$ cat config.mk
export PLATFORM = sky130hd
export DESIGN_NAME = byte_joining_param
export DESIGN_NICKNAME = d
export VERILOG_FILES = /design/src/rtl/byte_joining_param.sv
export SDC_FILE = /design/constraint.sdc
export NUM_CORES = 1
export LEC_CHECK = 0
export ABC_CLOCK_PERIOD_IN_PS = 4600
export CAP_MARGIN = 20
export CORE_MARGIN = 2
export CORE_UTILIZATION = 40
export CTS_CLUSTER_DIAMETER = 40
export DETAILED_ROUTE_END_ITERATION = 8
export MAX_ROUTING_LAYER = met4
export PLACE_DENSITY = 0.79
export SLEW_MARGIN = 30
export SYNTH_ARGS = -nofsm -noshare
export SYNTH_HDL_FRONTEND = slang
export SYNTH_SLANG_ARGS = --single-unit
$ cat constraint.sdc
create_clock -name clk -period 4.6 [get_ports clk]
set_input_delay 0.92 -clock clk [delete_from_list [all_inputs] [get_ports clk]]
set_output_delay 0.92 -clock clk [all_outputs]
set_load 0.1 [all_outputs]
$ cat src/rtl/byte_joining_param.sv
// Lane-to-stream serializer: captures a frame of LANES words and emits the first
// N words one per handshake in lane order, tagging each with its lane index and last flag.
module byte_joining_param #(
    parameter int WIDTH = 8,
    parameter int LANES = 4,
    parameter int IDXW  = $clog2(LANES)
) (
    input  logic                   clk,
    input  logic                   reset,
    input  logic [LANES*WIDTH-1:0] lanes_in,
    input  logic [IDXW:0]          lane_cnt,
    input  logic                   in_valid,
    output logic                   in_ready,
    output logic [WIDTH-1:0]       out_data,
    output logic [IDXW-1:0]        out_idx,
    output logic                   out_last,
    output logic                   out_valid,
    input  logic                   out_ready,
    output logic                   cfg_err
);

    typedef enum logic {IDLE, SEND} state_t;

    localparam logic [IDXW:0] LANES_C = (IDXW+1)'(LANES);
    localparam logic [IDXW:0] ONE_C   = (IDXW+1)'(1);

    state_t                   state_q, state_d;
    logic [LANES*WIDTH-1:0]   hold_q, hold_d;
    logic [IDXW:0]            cnt_q, cnt_d;
    logic [IDXW-1:0]          idx_q, idx_d;
    logic                     err_q, err_d;

    logic                     accept;
    logic                     fire;
    logic                     at_last;
    logic                     cnt_ok;
    logic [IDXW:0]            cnt_eff;

    // Out-of-range counts fall back to the full physical width.
    assign cnt_ok  = (lane_cnt != '0) && (lane_cnt <= LANES_C);
    assign cnt_eff = cnt_ok ? lane_cnt : LANES_C;
    assign at_last = ({1'b0, idx_q} == (cnt_q - ONE_C));
    assign fire    = out_valid && out_ready;
    assign accept  = in_valid && in_ready;

    always_ff @(posedge clk or posedge reset) begin
        if (reset) begin
            state_q <= IDLE;
            hold_q  <= '0;
            cnt_q   <= '0;
            idx_q   <= '0;
            err_q   <= 1'b0;
        end else begin
            state_q <= state_d;
            hold_q  <= hold_d;
            cnt_q   <= cnt_d;
            idx_q   <= idx_d;
            err_q   <= err_d;
        end
    end

    always_comb begin
        state_d = state_q;
        hold_d  = hold_q;
        cnt_d   = cnt_q;
        idx_d   = idx_q;
        err_d   = 1'b0;
        if (accept) begin
            // A new frame always restarts at lane 0, even when it overlaps the last-word handshake.
            state_d = SEND;
            hold_d  = lanes_in;
            cnt_d   = cnt_eff;
            idx_d   = '0;
            err_d   = !cnt_ok;
        end else if (fire) begin
            if (out_last) begin
                state_d = IDLE;
                idx_d   = '0;
            end else begin
                idx_d   = idx_q + 1'b1;
            end
        end
    end

    always_comb begin
        out_valid = (state_q == SEND);
        out_last  = (state_q == SEND) && at_last;
        out_idx   = idx_q;
        out_data  = hold_q[idx_q*WIDTH +: WIDTH];
        cfg_err   = err_q;
        in_ready  = !reset && ((state_q == IDLE) || (out_valid && out_ready && out_last));
    end

endmodule

======== Yosys cells after proc, flatten, opt, wreduce, memory -nomap -nowiden ========
Cells that the tools add are included.
operators by class
  $add $sub $neg .......................... 2
  $lt $le $gt $ge ......................... 1
  equal/unequal tests ..................... 1
  shifts and indexed selects .............. 1
  multiplexer cells ....................... 8
  bitwise gates (word level) .............. 1
  reductions and logical operators ........ 13
operators by type and width
  cell                                                   number
  indexed part select 32 x 6 -> 8 bit                    1
  logical AND 1 bit                                      6
  two-way mux 2 bit                                      3
  two-way mux 1 bit                                      4
  nonzero test 2 bit                                     2
  equality test 2 x 3 -> 1 bit                           1
  less-or-equal comparator 3 bit, second input constant  1
  two-way mux 3 bit                                      1
  nonzero test 3 bit                                     1
  subtractor 3 x 1 -> 3 bit, second input constant       1
  adder 2 x 1 -> 2 bit, second input constant            1
  logical NOT 1 bit                                      2
  AND reduction 2 bit                                    1
  logical OR 1 bit                                       1
  inverter 1 bit                                         1
word-level totals
  bits in registers ....................... 39
  bits of input ports ..................... 39
  output and inout port bits .............. 14
  word-level logic and storage cells ...... 32

======== Depth between registers and ports, before layout ========
Gate-level depths: netlist of run 1.
  word-level depth ........................ 9
  gate-level depth with buffers ........... 6
  mapped depth without buffers ............ 5

======== Worst setup path before layout of run 1 ========
OpenSTA, ideal clock, no wires.
  path type ............................... reg-to-output
  start point ............................. register idx_q[1], in the netlist out_idx[1]
  end point ............................... output port out_last
  data arrival time ....................... 4195 ps
  data required time ...................... 3680 ps
  setup slack ............................. -515 ps
  cell stages (with the launch flop) ...... 3
  path buffers ............................ 0
  cells stage by stage .................... dfrtp_1 -> xnor2_1 -> nor4_1
between the ends
  longest elaborated chain between the ends .. 2
ends and longest elaborated chain
  item                          line  source
  from (decl)                   30    logic [IDXW-1:0] idx_q, idx_d;
  from (signal assigned)        57    idx_q <= idx_d;
  equality test 2 x 3 -> 1 bit  42    assign at_last = ({1'b0, idx_q} == (cnt_q - ONE_C));
  logical AND 1 bit             87    out_last = (state_q == SEND) && at_last;
  to (decl)                     16    output logic out_last,
Every way passes these cells.

======== Final worst setup path of run 1 ========
  start point ............................. register idx_q[0], in the netlist out_idx[0]
  end point ............................... output port out_data[7]
between the ends
  longest elaborated chain between the ends .. 1
ends and longest elaborated chain
  item                                 line  source
  indexed part select 32 x 6 -> 8 bit  89    out_data = hold_q[idx_q*WIDTH +: WIDTH];
  to (decl)                            14    output logic [WIDTH-1:0] out_data,
Every way passes these cells.

==> results of run 1 <==
==> worst paths after layout <==
check / startpoint / endpoint / cells past startpoint
max: out_idx[0] / out_data[7] / 2
min: hold_q[19] / hold_q[19] / 2
max reg2reg: out_idx[0] / cnt_q[1] / 4
min reg2reg: hold_q[19] / hold_q[19] / 2
max in group asynchronous: reset / hold_q[25] / 3
min in group asynchronous: reset / hold_q[6] / 3
==> report_power, final <==
part	switching [uW]	leakage (uW)	internal (uW)
Clock	122	0.0000581	161
Sequential	145	0.000488	492
Combinational	914	0.000572	421
Total	1180	0.00112	1070
==> final cells by class <==
cell class,count,area (sq um),share of cell area (%)
timing repair buffer,56,558,20.9
clock inverter,3,43.8,1.64
clock buffer,5,68.8,2.58
inverter,5,18.8,0.704
multi-input combinational,140,918,34.4
tap,67,83.8,3.14
sequential,39,976,36.6
==> registers in the layout (all words and copies together) (netlist names) <==
signal,flops
cfg_err,1
hold_q,32
cnt_q,3
out_valid,1
out_idx,2
==> cells by family (layout without fill, tap and decap cells) <==
family                     Yosys count  in the layout  synth area share, %
and+or+nand+nor                     82             82                 18.2
AOI/OAI and AO/OA                   40             40                 13.4
DFF                                 39             39                 49.0
buffers and inverters               21             69                 5.34
muxes                               10             10                 10.1
xor gates and xnor gates             6              6                 2.64
adders and majority gates            2              2                 1.26
==> layout by cell type, fill, tap and decap left out, types with 2 or more instances in the layout <==
master            n
buf_4             5
clkbuf_8          5
clkdlybuf4s50_1  50
dfrtp_1          39
ha_1              2
inv_1             5
mux4_2            8
nand2_1          66
nand3b_1          3
nor2_1            2
o22ai_1          33
o32ai_1           2
or2_2             2
xnor2_1           3
xor2_1            3
==> metrics by stage <==
| stage | instances | setup WS, ps |
|---|---|---|
| detailed placement | 307 | 1260 |
| global route | 315 | 849 |
| floorplan | 200 | 642 |
| global placement | 307 | 1310 |
| CTS | 315 | 937 |
| finish | 315 | 960 |
==> worst register-to-register path, cell delays in order (launching register included) <==
cell     delay (ps)
dfrtp_1         840
xnor2_1         270
nor4_4          740
buf_4           400
o32ai_1         130
==> routing by layer <==
layer / track usage (%) / up-vias / share of wire, %
met5: - / - / 0
met4: 7.14 / 0 / 1.4
met3: 5.15 / 9 / 4.6
met2: 31.4 / 47 / 50
met1: 26.2 / 841 / 44
li1: - / 798 / -
==> flow_summary.json, run 1 <==
{
  "status": "complete, no violations",
  "postCtsResizedCells": 0,
  "finalSetupViolCount": 0,
  "grt_overflow_total": 0,
  "clkTransAtPathRegs_ps": 80,
  "critical_path.cell_chain": "mux4_2 > clkdlybuf4s50_1",
  "hpwl_um": 3410,
  "drt_iter0_markers": 157,
  "yosys-top-cells-area": "dfrtp_1 (49%), nand2_1 (12%), o22ai_1 (10%), mux4_2 (9.0%), buf_6 (1.7%)",
  "clockBufferDepth": 2,
  "grt_max_degree": 40,
  "crit_fanout": 14,
  "whs_ps": 536,
  "period_needed_ps": 3640,
  "tns_ps": 0,
  "vias_per_cell": 5.38,
  "synth_most_common_cell": "nand2_1",
  "ys_types": 32,
  "syn-mean-instance-area_sq_um": 9.96,
  "worstMarginPinSlew_ps": 976,
  "clk_latency_ps": 290,
  "yosys_warnings": 0,
  "leakage_uw": 0.00112,
  "final_area_sq_um": 2670,
  "place_area_sq_um": 2550,
  "syn-cell-area_sq_um": 1990,
  "period_share_pct": 79.1,
  "num_antenna_cells": 0,
  "grt_first_pass_wirelength_um": 8170,
  "via_count": 1695,
  "area_delta_synth_final_pct": 33.9,
  "netlist.area_leader.share_pct": 49.0,
  "num_rows": 25,
  "synth.ff_latch_count": 39,
  "cp.arrival_ps": 2720,
  "cts_sinks": 39,
  "total_power_uw": 2260,
  "wire_per_inst_um": 15.8,
  "synth_top_flop_cell": "dfrtp_1",
  "ant_nets": 0,
  "critPathLaunchType": "flip-flop",
  "hold_viol": 0,
  "fill_cells": 443,
  "die_h_um": 74.6,
  "maxSlewViolCount": 0,
  "final_layout_size_suffix_gt1_share_pct": 12.1,
  "path_buf_inv": 1,
  "yosysSeqAreaShare_pct": 49.0,
  "io_pins": 53,
  "ys_async_sr_fraction_pct": 100,
  "cap_violations": 0,
  "power_density_nw_per_um2": 846,
  "initial_utilization_pct": 41.9,
  "cts_made_buffers": 5,
  "io_buffers": 52,
  "final_core_util_pct": 56.1,
  "reg2reg_slack_ps": 2080,
  "cts_htree_levels": 2,
  "grt_pass1_vias": 1695,
  "routed_wl_um": 4980,
  "antenna_found_initial": 0,
  "fin_skew_ps": 11.6,
  "die_width_um": 74.6,
  "rsz0062_at_grt": "false",
  "final_nets": 288,
  "clockRootBuffer": "clkbuf_8",
  "syn_nets": 241,
  "cp_slowest_cell": "clkdlybuf4s50_1",
  "synth_area_leader_cell": "dfrtp_1",
  "cpPeakStageDelay_ps": 990,
  "fmax_ghz": 0.275,
  "worstPathRequired_ps": 3680,
  "dieArea_sq_um": 5560,
  "synthTopCellsByCount": "nand2_1 (66), dfrtp_1 (39), o22ai_1 (33)",
  "globalplace.congestion": 0.820,
  "worstSetupEndpointType": "output pin",
  "max_slew_margin_pct": 34.7,
  "drc": 0,
  "synth_edf_count": 0,
  "grt_use_total_pct": 20.3,
  "postCtsSetupRepairBufs": 0,
  "hold_class": "flip-flop to flip-flop",
  "synthCells": 200,
  "cts_tree": "yes",
  "core_area_sq_um": 4750,
  "ir_drop_v": 0.000341,
  "worstSetupPathType": "flip-flop to output pin",
  "critical_path.top_delay_family": "buffers and inverters",
  "hold_buffers": 0,
  "dr.pass1.iters": 4
}
Note: power is estimated with default switching activity, not from simulation.
==> run 2, diff against run 1 <==
- ABC_CLOCK_PERIOD_IN_PS: 4600 -> 3440
- clock period: 4.6 -> 3.44 ns (I/O delays scaled with it)
==> run 2 against run 1 <==
Clock skew decreased by 2.0 ps. Routed wire length decreased by 3.9%. First-iteration DRC count increased by 46%. Clock-buffer cell count unchanged. Design area decreased by 0.61%. Sequential cell count unchanged. Register-to-register slack got worse by 720 ps. Critical path type unchanged.
==> flow_summary.json, run 2 (synthesized netlist as in run 1, its figures left out) <==
{
  "status": "complete, no violations",
  "final_nets": 288,
  "io_pins": 53,
  "tns_ps": 0,
  "globalplace.congestion": 0.810,
  "fmax_ghz": 0.374,
  "initial_utilization_pct": 41.9,
  "clockRootBuffer": "clkbuf_8",
  "fill_cells": 432,
  "crit_fanout": 14,
  "io_buffers": 52,
  "maxSlewViolCount": 0,
  "hold_viol": 0,
  "core_area_sq_um": 4750,
  "antenna_found_initial": 0,
  "cp.arrival_ps": 1980,
  "grt_max_degree": 40,
  "largest_register_ffs": 32,
  "clockBufferDepth": 2,
  "grt_first_pass_wirelength_um": 7600,
  "crit_start": "out_idx[0]",
  "min-delay-start": "hold_q[29]",
  "dieArea_sq_um": 5560,
  "drc": 0,
  "dr.pass1.iters": 4,
  "vias_per_cell": 5.21,
  "period_share_pct": 77.7,
  "largest-register": "hold_q",
  "postCtsResizedCells": 0,
  "r2r_start": "out_idx[0]",
  "hold_buffers": 0,
  "fin_skew_ps": 9.55,
  "period_needed_ps": 2670,
  "critPathLaunchType": "flip-flop",
  "clkTransAtPathRegs_ps": 70,
  "grt_pass1_vias": 1536,
  "cts_made_buffers": 5,
  "num_rows": 25,
  "cpPeakStageDelay_ps": 820,
  "hold_class": "flip-flop to flip-flop",
  "cp_slowest_cell": "dfrtp_1",
  "final_layout_size_suffix_gt1_share_pct": 16.9,
  "area_delta_synth_final_pct": 33.1,
  "die_width_um": 74.6,
  "grt_overflow_total": 0,
  "num_antenna_cells": 0,
  "worstSetupPathType": "flip-flop to output pin",
  "drt_iter0_markers": 229,
  "clk_latency_ps": 290,
  "via_count": 1642,
  "die_h_um": 74.6,
  "max_slew_margin_pct": 35.9,
  "final_common_cell": "nand2_1",
  "place_area_sq_um": 2540,
  "cts_htree_levels": 2,
  "rsz0062_at_grt": "false",
  "finalSetupViolCount": 0,
  "mostFrequentLayoutCells": "nand2_1 (66), dfrtp_1 (39), clkdlybuf4s50_1 (39)",
  "worstPathRequired_ps": 2750,
  "ant_nets": 0,
  "critical_path.cell_chain": "mux4_2 > buf_4",
  "hold_depth": 2,
  "cap_violations": 0,
  "cts_tree": "yes",
  "routed_wl_um": 4790,
  "final_area_sq_um": 2650,
  "reg2reg_depth": 4,
  "hpwl_um": 3140,
  "cts_sinks": 39,
  "worstMarginPinSlew_ps": 958,
  "worstSetupEndpointType": "output pin",
  "whs_ps": 533,
  "grt_use_total_pct": 18.9,
  "wire_per_inst_um": 15.2,
  "postCtsSetupRepairBufs": 0
}
-- run 2: changes by cell type in the layout (fill, tap and decap cells not counted) --
cell,previous run,this run
buf_4,5,16
clkdlybuf4s50_1,50,39
nor2_1,2,1
nor2_2,0,1
nor4_2,1,0
nor4_4,1,2
-- run 2: area by class of cell --
cell class	instances	area (sq um)	area share (%)
timing repair buffer	56	531	20.0
clock buffer	5	68.8	2.60
sequential	39	976	36.8
multi-input combinational	140	930	35.1
tap	67	83.8	3.16
inverter	5	18.8	0.708
clock inverter	3	43.8	1.65
-- run 2: worst paths after layout --
path	to	slack (ps)
min in group asynchronous	out_valid	950
max	out_data[4]	770
max in group asynchronous	hold_q[19]	2160
max reg2reg	cnt_q[1]	1360
min reg2reg	hold_q[29]	530
min	hold_q[29]	530
-- run 2: metrics by stage --
stage          std cells  worst slack [ps]  util (%)
3_3_place_gp         307               992      53.4
4_1_cts              315               745      55.8
3_5_place_dp         307               949      53.4
6_report             315               768      55.8
2_1_floorplan        200               223         -
5_1_grt              315               628      55.8
-- run 2: per-layer routing --
| layer | vias to the layer above | track usage [%] | part of all wire [%] |
|---|---|---|---|
| li1 | 797 | - | - |
| met4 | 0 | 5.36 | 0.71 |
| met2 | 61 | 26.9 | 47 |
| met5 | - | - | 0 |
| met1 | 780 | 27.3 | 45 |
| met3 | 4 | 4.34 | 6.7 |
-- run 2: critical path: cells and delay by family, from the launching register on --
family                 cells  cell delay, ps
flip-flops                 1             820
buffers and inverters      1             250
multiplexers               1             620
Power of run 2 is left out: the tool's default activity adds up to more than one toggle a clock period on the data nets, which glitch-free logic cannot reach.
